[src/rtl/apb_requester_pkg.sv]
// Shared types for the APB requester engine: FSM state encoding, response
// record and the timeout-counter width helper.
package apb_requester_pkg;

    typedef enum logic [1:0] {
        IDLE   = 2'd0,
        SETUP  = 2'd1,
        ACCESS = 2'd2,
        RESP   = 2'd3
    } state_t;

    typedef struct packed {
        logic [31:0] rdata;
        logic        err;
        logic        timeout;
    } rsp_t;

    // A zero-cycle timeout still needs a one-bit register to stay legal.
    function automatic int cnt_width(input int cycles);
        return (cycles < 1) ? 1 : $clog2(cycles + 1);
    endfunction

endpackage

[src/rtl/apb_if.sv]
// APB bus bundle. The requester owns clock/reset distribution and the request
// signals; the completer returns data, ready and error.
interface APB #(
    parameter int DATA_WIDTH = 32,
    parameter int ADDR_WIDTH = 32,
    parameter int USER_WIDTH = 0
);
    localparam int USER_W = (USER_WIDTH > 0) ? USER_WIDTH : 1;

    logic                    pclk;
    logic                    preset_n;
    logic [ADDR_WIDTH-1:0]   paddr;
    logic                    psel;
    logic                    penable;
    logic                    pwrite;
    logic [DATA_WIDTH-1:0]   pwdata;
    logic [DATA_WIDTH/8-1:0] pstrb;
    logic [2:0]              pprot;
    logic [USER_W-1:0]       pauser;
    logic [DATA_WIDTH-1:0]   prdata;
    logic                    pready;
    logic                    pslverr;

    modport requester (
        output pclk, preset_n, paddr, psel, penable, pwrite, pwdata, pstrb, pprot, pauser,
        input  prdata, pready, pslverr
    );

    modport completer (
        input  pclk, preset_n, paddr, psel, penable, pwrite, pwdata, pstrb, pprot, pauser,
        output prdata, pready, pslverr
    );
endinterface

[src/rtl/apb_timeout_counter.sv]
// Saturating ACCESS-phase wait counter; o_expired flags the last allowed
// wait cycle. TIMEOUT_CYCLES = 0 never expires.
module apb_timeout_counter
    import apb_requester_pkg::*;
#(
    parameter int TIMEOUT_CYCLES = 256
) (
    input  logic clk,
    input  logic rst_n,
    input  logic i_clear,
    input  logic i_enable,
    output logic o_expired
);
    localparam int               CNT_W = cnt_width(TIMEOUT_CYCLES);
    localparam logic [CNT_W-1:0] LIMIT = (TIMEOUT_CYCLES == 0) ? '0 : CNT_W'(TIMEOUT_CYCLES - 1);

    logic [CNT_W-1:0] r_count;

    // NOTE: sequential state uses non-blocking assignments so every register
    // samples pre-edge values regardless of block ordering.
    always_ff @(posedge clk or negedge rst_n) begin
        if (!rst_n) begin
            r_count <= '0;
        end else if (i_clear) begin
            r_count <= '0;
        end else if (i_enable && (r_count != LIMIT)) begin
            r_count <= r_count + 1'b1;
        end
    end

    assign o_expired = (TIMEOUT_CYCLES != 0) && (r_count == LIMIT);

endmodule

[src/rtl/apb_requester_engine.sv]
// Single-outstanding command-to-APB bridge: IDLE -> SETUP -> ACCESS -> RESP,
// with an ACCESS-phase timeout that aborts a stalled completer.
module apb_requester_engine
    import apb_requester_pkg::*;
#(
    parameter int ADDR_WIDTH     = 32,
    parameter int TIMEOUT_CYCLES = 256
) (
    input  logic                  pclk,
    input  logic                  preset_n,
    input  logic                  cmd_valid,
    output logic                  cmd_ready,
    input  logic                  cmd_write,
    input  logic [ADDR_WIDTH-1:0] cmd_addr,
    input  logic [31:0]           cmd_wdata,
    input  logic [3:0]            cmd_strb,
    output logic                  rsp_valid,
    input  logic                  rsp_ready,
    output logic [31:0]           rsp_rdata,
    output logic                  rsp_err,
    output logic                  rsp_timeout,
    APB.requester                 apb
);
    localparam logic [ADDR_WIDTH-1:0] ADDR_MASK = ~ADDR_WIDTH'(3);

    state_t                r_state;
    state_t                w_next_state;
    logic                  r_cmd_ready;
    logic                  r_write;
    logic [ADDR_WIDTH-1:0] r_addr;
    logic [31:0]           r_wdata;
    logic [3:0]            r_strb;
    rsp_t                  r_rsp;
    logic                  w_cmd_fire;
    logic                  w_expired;
    logic                  w_wait;

    assign w_cmd_fire = cmd_valid && r_cmd_ready;
    assign w_wait     = (r_state == ACCESS) && !apb.pready;

    apb_timeout_counter #(
        .TIMEOUT_CYCLES (TIMEOUT_CYCLES)
    ) u_timeout (
        .clk       (pclk),
        .rst_n     (preset_n),
        .i_clear   (r_state == SETUP),
        .i_enable  (w_wait),
        .o_expired (w_expired)
    );

    // NOTE: the next-state value is defaulted before the case so no path
    // leaves it unassigned, which would otherwise infer a latch.
    always_comb begin
        w_next_state = r_state;
        case (r_state)
            IDLE:    if (w_cmd_fire) w_next_state = SETUP;
            SETUP:   w_next_state = ACCESS;
            ACCESS:  if (apb.pready || w_expired) w_next_state = RESP;
            RESP:    if (rsp_ready) w_next_state = IDLE;
            default: w_next_state = IDLE;
        endcase
    end

    // cmd_ready is registered so it stays low through reset and rises on the
    // first edge after release, never in the response handshake cycle.
    always_ff @(posedge pclk or negedge preset_n) begin
        if (!preset_n) begin
            r_state     <= IDLE;
            r_cmd_ready <= 1'b0;
        end else begin
            r_state     <= w_next_state;
            r_cmd_ready <= (w_next_state == IDLE);
        end
    end

    always_ff @(posedge pclk or negedge preset_n) begin
        if (!preset_n) begin
            r_write <= 1'b0;
            r_addr  <= '0;
            r_wdata <= '0;
            r_strb  <= '0;
        end else if (w_cmd_fire) begin
            r_write <= cmd_write;
            r_addr  <= cmd_addr & ADDR_MASK;
            r_wdata <= cmd_wdata;
            r_strb  <= cmd_write ? cmd_strb : 4'h0;
        end
    end

    // pready wins over timeout expiry in the same cycle.
    always_ff @(posedge pclk or negedge preset_n) begin
        if (!preset_n) begin
            r_rsp <= '0;
        end else if (r_state == ACCESS) begin
            if (apb.pready) begin
                r_rsp.rdata   <= r_write ? 32'h0 : apb.prdata;
                r_rsp.err     <= apb.pslverr;
                r_rsp.timeout <= 1'b0;
            end else if (w_expired) begin
                r_rsp.rdata   <= 32'h0;
                r_rsp.err     <= 1'b1;
                r_rsp.timeout <= 1'b1;
            end
        end
    end

    assign apb.pclk     = pclk;
    assign apb.preset_n = preset_n;
    assign apb.psel     = (r_state == SETUP) || (r_state == ACCESS);
    assign apb.penable  = (r_state == ACCESS);
    assign apb.paddr    = r_addr;
    assign apb.pwrite   = r_write;
    assign apb.pwdata   = r_wdata;
    assign apb.pstrb    = r_strb;
    assign apb.pprot    = 3'b000;
    assign apb.pauser   = '0;

    assign cmd_ready   = r_cmd_ready;
    assign rsp_valid   = (r_state == RESP);
    assign rsp_rdata   = r_rsp.rdata;
    assign rsp_err     = r_rsp.err;
    assign rsp_timeout = r_rsp.timeout;

endmodule

[src/flat_wrapper.sv]
// flat-port wrapper written by rule: the top's interface ports become plain ports
module apb_requester_engine_flat import apb_requester_pkg::*;
#(
    parameter int ADDR_WIDTH     = 32,
    parameter int TIMEOUT_CYCLES = 256
)
  (pclk, preset_n, cmd_valid, cmd_ready, cmd_write, cmd_addr, cmd_wdata, cmd_strb, rsp_valid, rsp_ready, rsp_rdata, rsp_err, rsp_timeout, apb_pclk, apb_preset_n, apb_paddr, apb_psel, apb_penable, apb_pwrite, apb_pwdata, apb_pstrb, apb_pprot, apb_pauser, apb_prdata, apb_pready, apb_pslverr);
  APB #(.DATA_WIDTH(32), .ADDR_WIDTH(ADDR_WIDTH), .USER_WIDTH(0)) apb_i ();
  input  logic pclk;
  input  logic preset_n;
  input  logic cmd_valid;
  output logic cmd_ready;
  input  logic cmd_write;
  input  logic [ADDR_WIDTH-1:0] cmd_addr;
  input  logic [31:0] cmd_wdata;
  input  logic [3:0] cmd_strb;
  output logic rsp_valid;
  input  logic rsp_ready;
  output logic [31:0] rsp_rdata;
  output logic rsp_err;
  output logic rsp_timeout;
  output wire logic [$bits(apb_i.pclk)-1:0] apb_pclk;
  output wire logic [$bits(apb_i.preset_n)-1:0] apb_preset_n;
  output wire logic [$bits(apb_i.paddr)-1:0] apb_paddr;
  output wire logic [$bits(apb_i.psel)-1:0] apb_psel;
  output wire logic [$bits(apb_i.penable)-1:0] apb_penable;
  output wire logic [$bits(apb_i.pwrite)-1:0] apb_pwrite;
  output wire logic [$bits(apb_i.pwdata)-1:0] apb_pwdata;
  output wire logic [$bits(apb_i.pstrb)-1:0] apb_pstrb;
  output wire logic [$bits(apb_i.pprot)-1:0] apb_pprot;
  output wire logic [$bits(apb_i.pauser)-1:0] apb_pauser;
  input wire logic [$bits(apb_i.prdata)-1:0] apb_prdata;
  input wire logic [$bits(apb_i.pready)-1:0] apb_pready;
  input wire logic [$bits(apb_i.pslverr)-1:0] apb_pslverr;
  assign apb_pclk = apb_i.pclk;
  assign apb_preset_n = apb_i.preset_n;
  assign apb_paddr = apb_i.paddr;
  assign apb_psel = apb_i.psel;
  assign apb_penable = apb_i.penable;
  assign apb_pwrite = apb_i.pwrite;
  assign apb_pwdata = apb_i.pwdata;
  assign apb_pstrb = apb_i.pstrb;
  assign apb_pprot = apb_i.pprot;
  assign apb_pauser = apb_i.pauser;
  assign apb_i.prdata = apb_prdata;
  assign apb_i.pready = apb_pready;
  assign apb_i.pslverr = apb_pslverr;
  apb_requester_engine #(.ADDR_WIDTH(ADDR_WIDTH), .TIMEOUT_CYCLES(TIMEOUT_CYCLES)) u_core (.pclk(pclk), .preset_n(preset_n), .cmd_valid(cmd_valid), .cmd_ready(cmd_ready), .cmd_write(cmd_write), .cmd_addr(cmd_addr), .cmd_wdata(cmd_wdata), .cmd_strb(cmd_strb), .rsp_valid(rsp_valid), .rsp_ready(rsp_ready), .rsp_rdata(rsp_rdata), .rsp_err(rsp_err), .rsp_timeout(rsp_timeout), .apb(apb_i));
endmodule
[config.mk]
export PLATFORM = sky130hd
export DESIGN_NAME = apb_requester_engine_flat
export DESIGN_NICKNAME = d
export VERILOG_FILES = /design/src/rtl/apb_requester_pkg.sv /design/src/rtl/apb_if.sv /design/src/rtl/apb_timeout_counter.sv /design/src/rtl/apb_requester_engine.sv /design/src/flat_wrapper.sv
export SDC_FILE = /design/constraint.sdc
export NUM_CORES = 1
export LEC_CHECK = 0
export ABC_AREA = 1
export CAP_MARGIN = 0
export CORE_UTILIZATION = 41
export CTS_CLUSTER_SIZE = 16
export DETAILED_ROUTE_END_ITERATION = 16
export GPL_ROUTABILITY_DRIVEN = 0
export PLACE_DENSITY_LB_ADDON = 0.3
export SLEW_MARGIN = 40
export SYNTH_ARGS = -nofsm -noshare
export SYNTH_HDL_FRONTEND = slang
export SYNTH_SLANG_ARGS = --single-unit
[constraint.sdc]
create_clock -name pclk -period 2.08 [get_ports pclk]
set_clock_uncertainty 0.05 [all_clocks]
set_input_delay 0.52 -clock pclk [delete_from_list [all_inputs] [get_ports pclk]]
set_output_delay 0.52 -clock pclk [all_outputs]
set_load 0.01 [all_outputs]
# After elaboration in Yosys (flattened, before gate mapping)
# Cells that the tools add are included.
[op_classes] addsub=1 n_eq_ne=5 mux=10 n_reduce_logical=11
[op_table] op="34-bit two-way mux" n=2
[op_table] op="32-bit two-way mux" n=1
[op_table] op="9-bit two-way mux" n=2
[op_table] op="9-bit by 1-bit adder with 9-bit output (second input constant)" n=1
[op_table] op="9-bit by 8-bit equality test with 1-bit output (second input constant)" n=1
[op_table] op="9-bit by 8-bit inequality test with 1-bit output (second input constant)" n=1
[op_table] op="2-bit case mux with 4 select lines" n=1
[op_table] op="2-bit two-way mux" n=3
[op_table] op="2-bit equality test (second input constant)" n=2
[op_table] op="2-bit zero test" n=2
[op_table] op="4-bit two-way mux" n=1
[op_table] op="2-bit nonzero test" n=2
[op_table] op="1-bit logical AND" n=3
[op_table] op="2-bit by 1-bit equality test with 1-bit output (second input constant)" n=1
[op_table] op="1-bit logical OR" n=2
[op_table] op="2-bit AND reduction" n=1
[op_table] op="1-bit zero test" n=1
[totals] reg_bits=113 inputBits=107 out_inout_bits=113

# Depth between registers and ports, before layout
# Gate-level depths: netlist (run 1).
[logic_depth] ltp_word=5 mapped_depth=11

# By module
# A second synthesis (run 1) with hierarchy kept.
[hier_totals] hier_cells=532 hier_area_um2=4688.2
[by_module_without_submodules] mod="apb_requester_engine" n_inst=1 cells_each=466 area_per_inst_um2=4167.7 seq_area_each_um2=2602.5
[by_module_without_submodules] mod="apb_timeout_counter" n_inst=1 cells_each=66 area_per_inst_um2=520.5 seq_area_each_um2=225.2

==> results.cfg, run 1 <==
[run_status]
status = complete, no violations

[run]
maxCapViolCount = 0

[final_layout]
num-nets-final = 854
drive_above_1_share_pct = 8.09
final_cell_area_um2 = 7590
n_antenna_cell = 0
stdcell_count = 894
fill_cells = 867
syn_to_final_growth_pct = 64.7
final_cell_mix = nand2_1 (280), dfrtp_1 (113), clkdlybuf4s50_1 (104)
layout_commonest_cell = nand2_1

[route]
post-route-drc-count = 0
initialDrtViolationCount = 231
drtAntennaViolNets = 0
routedWlPerCell_um = 13.9
avgViaCountPerCell = 4.69
drt_first_pass_iters = 5
vias = 4197
drt-total-wl_um = 12400

[setup_path]
critPathTopFamily = buffers and inverters
required_ns = 1.51
cp-end-kind = output port
crit_path_frequent_cell = clkbuf_8
criticalPathCategory = clock port to output port
arrival_ns = 1.48
worst-path-buf-inv = 3
worstRegToRegCells = 9
cp_max_fo = 2
cpPeakStageDelay_ns = 0.22
cp-start-kind = clock port
cpMaxStageDelayCell = clkdlybuf4s15_1
path_cells = clkbuf_8 -> clkbuf_8 -> clkdlybuf4s15_1
cp.depth = 3

[yosys]
synth_top_area_cell = dfrtp_1
ys_types = 21
avgSynthCellArea_um2 = 8.79
syn_area_um2 = 4610
seq_area_frac_synth_pct = 61.4
yosysTopAreaCellShare_pct = 61.4
yosys-top-cells-area = dfrtp_1 (61%), nand2_1 (23%), nand3_1 (4.2%)
synth_warnings = 0
syn_inst = 524
ys_ff_latch = 113

[sta]
tightest_slew_ns = 0.584
setup_tns_ns = 0
rsz0062_at_grt = yes
max-slew-margin-rel_pct = 61.1
setup_violations = 0
slew_violations = 0
min_period_ns = 2.05
fin_crit_sh_pct = 98.5
hold_violations = 0
max_freq_mhz = 490
timing.hold.ws_ns = 0.401

[min_path]
min_path_type = primary input to flip-flop
holdPathStages = 3

[global_route]
overflow = 0
grt_max_degree = 114
grt_pass1_wl_um = 19600
antenna_found_initial = 0
grt_pass1_vias = 4157
grt_usage_pct = 22.0

[floorplanning]
dieArea_um2 = 11700
die_w_um = 108
die_y_um = 108
placementRows = 38
core-area_um2 = 10900
initial_core_util_pct = 42.3
boundaryPins = 220

[pwr]
power_mw = 11.1
p_leak_nw = 4.39
power.density_nw_per_um2 = 1470
ir_drop_mv = 0.671

[cts]
cts.clk_slew.worst_paths_ns = 0.05
clock_latency_ns = 0.60
cts_tree = built

[placement]
dp_hpwl_um = 8280
port_buffers = 211
placed_cells = 856
place_area_um2 = 6820
[final timing paths]
check                                                  from                     to  slack [ns]
max in group asynchronous                          preset_n  u_core.apb.pwdata[25]        0.97
worst min register to register         u_core.apb.paddr[26]   u_core.apb.paddr[26]        0.42
worst max register to register  u_core.u_timeout.r_count[0]         u_core.rsp_err        0.21
min in group asynchronous                          preset_n    u_core.rsp_rdata[3]        0.58
worst min-delay path                          cmd_wdata[11]  u_core.apb.pwdata[11]        0.40
worst max-delay path                                   pclk               apb_pclk        0.03
[logic make-up after synthesis]
kind of cell,share of synthesized area [%]
AO/OA/AOI/OAI,2.12
XOR/XNOR,0.190
adder cells (fa/ha/maj),1.63
buffers and inverters,5.32
flip-flops,61.4
other,0.0814
AND/OR/NAND/NOR,29.3
[synth_stat cells]
cell / instances
nand2_2: 1
buf_4: 12
nor2_2: 1
ha_1: 6
nor3b_1: 1
conb_1: 1
a21oi_1: 7
o21ai_0: 11
nor3_1: 1
buf_2: 10
dfrtp_1: 113
buf_6: 3
nand2_1: 281
inv_1: 10
nor2_1: 14
nor2_4: 2
a22oi_1: 1
xor2_1: 1
clkbuf_1: 6
inv_2: 3
nand3_1: 39
[state kept, by name (all words and copies together) (netlist names)]
register                  flops
u_core.apb.paddr             30
u_core.apb.pstrb              4
u_core.apb.pwdata            32
u_core.apb.pwrite             1
u_core.cmd_ready              1
u_core.r_state                2
u_core.rsp_err                1
u_core.rsp_rdata             32
u_core.rsp_timeout            1
u_core.u_timeout.r_count      9
[metal layers]
metal	GRT usage [%]	vias up	part of all wire (%)
met4	9.98	0	1.5
met3	10.4	15	11
li1	-	2043	-
met2	33.8	184	47
met1	26.1	1955	40
met5	0	-	0
[worst min-delay path, stage by stage]
cell and delay, ns:
clkdlybuf4s50_1 0.39, nand2_1 0.06, nand2_1 0.04
[power by group]
group	internal [mW]	leakage, nW	switching [mW]
Combinational	1.85	2.57	2.08
Sequential	3.15	1.45	0.504
Clock	2.52	0.360	1.04
[layout make-up]
class | count | area [µm²] | area share, %
clock buffers | 23 | 493 | 6.49
clock inverters | 13 | 256 | 3.38
inverters | 13 | 51.3 | 0.676
multi-input cells | 372 | 1580 | 20.9
flip-flops and latches | 113 | 2830 | 37.3
well taps | 140 | 175 | 2.31
repair buffers | 220 | 2200 | 29.0
[metrics by stage]
| step | utilization, % | setup WS [ns] |
|---|---|---|
| 6_report | 69.7 | 0.0302 |
| 3_5_place_dp | 62.6 | 0.0212 |
| 5_1_grt | 69.7 | -0.0342 |
| 4_1_cts | 68.8 | 0.000651 |
| 3_3_place_gp | 62.6 | 0.0212 |
| 2_1_floorplan | - | 0.351 |
[what timing repair did]
item,in CTS,in global routing
pin swaps,0,1
setup buffers,2,0
endpoints found under the hold margin,1,0
resized for setup,87,37
endpoints found under the setup margin,76,34
hold buffers,1,0
No activity file was read; power rests on OpenSTA's default activity.
==> run 2, diff against run 1 <==
Settings changed: PLACE_DENSITY_LB_ADDON 0.3 to 0.08.
==> run 2 against run 1 <==
  * Critical path depth stayed put
  * Cell area decreased by 2.2%
  * Power is 5.2% lower
  * First-iteration DRC count up 27%
  * Sequential share of layout area grew 0.85 points
  * Die area is the same
  * Worst setup slack lost 0.0051 ns
  * Largest power group unchanged
  * Cell count grew 0.22%
  * Count of clock-buffer cells in the layout rose by 3
==> results.cfg, run 2 (same netlist as run 1, synthesis figures left out) <==
[final_layout]
final_cell_mix = nand2_1 (280), dfrtp_1 (113), clkdlybuf4s50_1 (104)
final_cell_area_um2 = 7420
multi_input_area_um2 = 1580
seq_area_um2 = 2830
fill_cells = 908
num-nets-final = 856
layout_commonest_cell = nand2_1
stdcell_count = 896
drive_above_1_share_pct = 7.94
syn_to_final_growth_pct = 61.0
n_antenna_cell = 0

[route]
drt_first_pass_iters = 5
routed.top_layer = met4
routedWlPerCell_um = 14.0
avgViaCountPerCell = 4.70
vias = 4207
wl_met1_um = 5030
drt-total-wl_um = 12600
wl_met3_um = 1240
met2_wirelength_um = 6140
drtAntennaViolNets = 0
post-route-drc-count = 0
initialDrtViolationCount = 293

[pwr]
clkPwrFrac_pct = 29.0
switching_share_pct = 33.8
combPwrFrac_pct = 36.6
power.switching_mw = 3.57
intPower_mw = 6.99
power.density_nw_per_um2 = 1420
ir_drop_mv = 0.792
p_leak_nw = 4.10
power_mw = 10.6
pwr-share-seq_pct = 34.4

[sta]
rsz0062_at_grt = yes
tightest_slew_ns = 0.627
slew_violations = 0
fin_ws_ns = 0.0251
setup_violations = 0
max-slew-margin-rel_pct = 58.2
setup_tns_ns = 0
hold_violations = 0

[setup_path]
cp-end-kind = output port
criticalPathCategory = clock port to output port
cp_max_fo = 2
arrival_ns = 1.48
cp-start-kind = clock port
required_ns = 1.51

[floorplanning]
boundaryPins = 220
initial_core_util_pct = 42.3
placementRows = 38
die_w_um = 108
core-area_um2 = 10900
die_y_um = 108
dieArea_um2 = 11700

[global_route]
antenna_found_initial = 0
grt_pass1_vias = 4253
overflow = 0
grt_pass1_wl_um = 20000
grt_max_degree = 114
grt_usage_pct = 22.5

[min_path]
min_path_type = primary input to flip-flop

[placement]
place_area_um2 = 6830
dp_hpwl_um = 8440
dp_slack_ns = 0.0212
port_buffers = 211
placed_cells = 857

[cts]
cts.clk_slew.worst_paths_ns = 0.06
clock_latency_ns = 0.60
cts_tree = built

[run_status]
status = complete, no violations

[run]
maxCapViolCount = 0
## run 2: per-layer routing
metal / vias up / global-route usage [%]
li1: 2054 / -
met1: 1986 / 25.4
met2: 157 / 37.0
met4: 0 / 7.63
met3: 10 / 11.2
met5: - / 0
## run 2: repair_timing
| item | 4_1_cts | 5_1_grt |
|---|---|---|
| resized for setup | 111 | 13 |
| hold buffers | 1 | 0 |
| endpoints found under the setup margin | 98 | 36 |
| pin swaps | 0 | 1 |
| endpoints found under the hold margin | 113 | 0 |
| cloned | 0 | 0 |
| buffers inserted | 1 | 2 |
## run 2: critical path, cell delays in order
cell and delay (ns):
clkbuf_8 0.11, clkbuf_8 0.11, clkdlybuf4s15_1 0.22
## run 2: path summary, 6_finish.rpt
kind	startpoint	to	slack, ns	depth (start not counted)
max	pclk	apb_pclk	0.03	3
min	cmd_wdata[27]	u_core.apb.pwdata[27]	0.39	3
max reg2reg	u_core.u_timeout.r_count[0]	u_core.cmd_ready	0.17	10
min reg2reg	u_core.apb.pwdata[26]	u_core.apb.pwdata[26]	0.42	2
max in group asynchronous	preset_n	u_core.apb.pwdata[4]	0.95	3
min in group asynchronous	preset_n	u_core.apb.paddr[2]	0.54	3
## run 2: area by class of cell
class                      count  share of cell area, %
clock buffer                  26                   6.93
timing repair buffer         222                   28.8
tap                          140                   2.36
sequential                   113                   38.1
multi-input combinational    372                   21.3
clock inverter                10                   1.79
inverter                      13                  0.691
## run 2: per-stage QoR
step,util (%),hold WS (ns)
2_1_floorplan,-,0.174
3_3_place_gp,62.7,0.411
3_5_place_dp,62.7,0.414
4_1_cts,67.6,0.365
5_1_grt,68.2,0.370
6_report,68.2,0.394
## run 2: power by group through the flow
| stage | clock network, mW | registers, mW | logic, mW |
|---|---|---|---|
| after floorplan | 0.0396 | 4.10 | 1.42 |
| after global placement | 0.0489 | 3.65 | 4.32 |
| after detailed placement | 0.0489 | 3.69 | 4.41 |
| after CTS | 3.14 | 3.64 | 3.87 |
| after global routing | 3.26 | 3.74 | 4.28 |
| final | 3.06 | 3.63 | 3.86 |
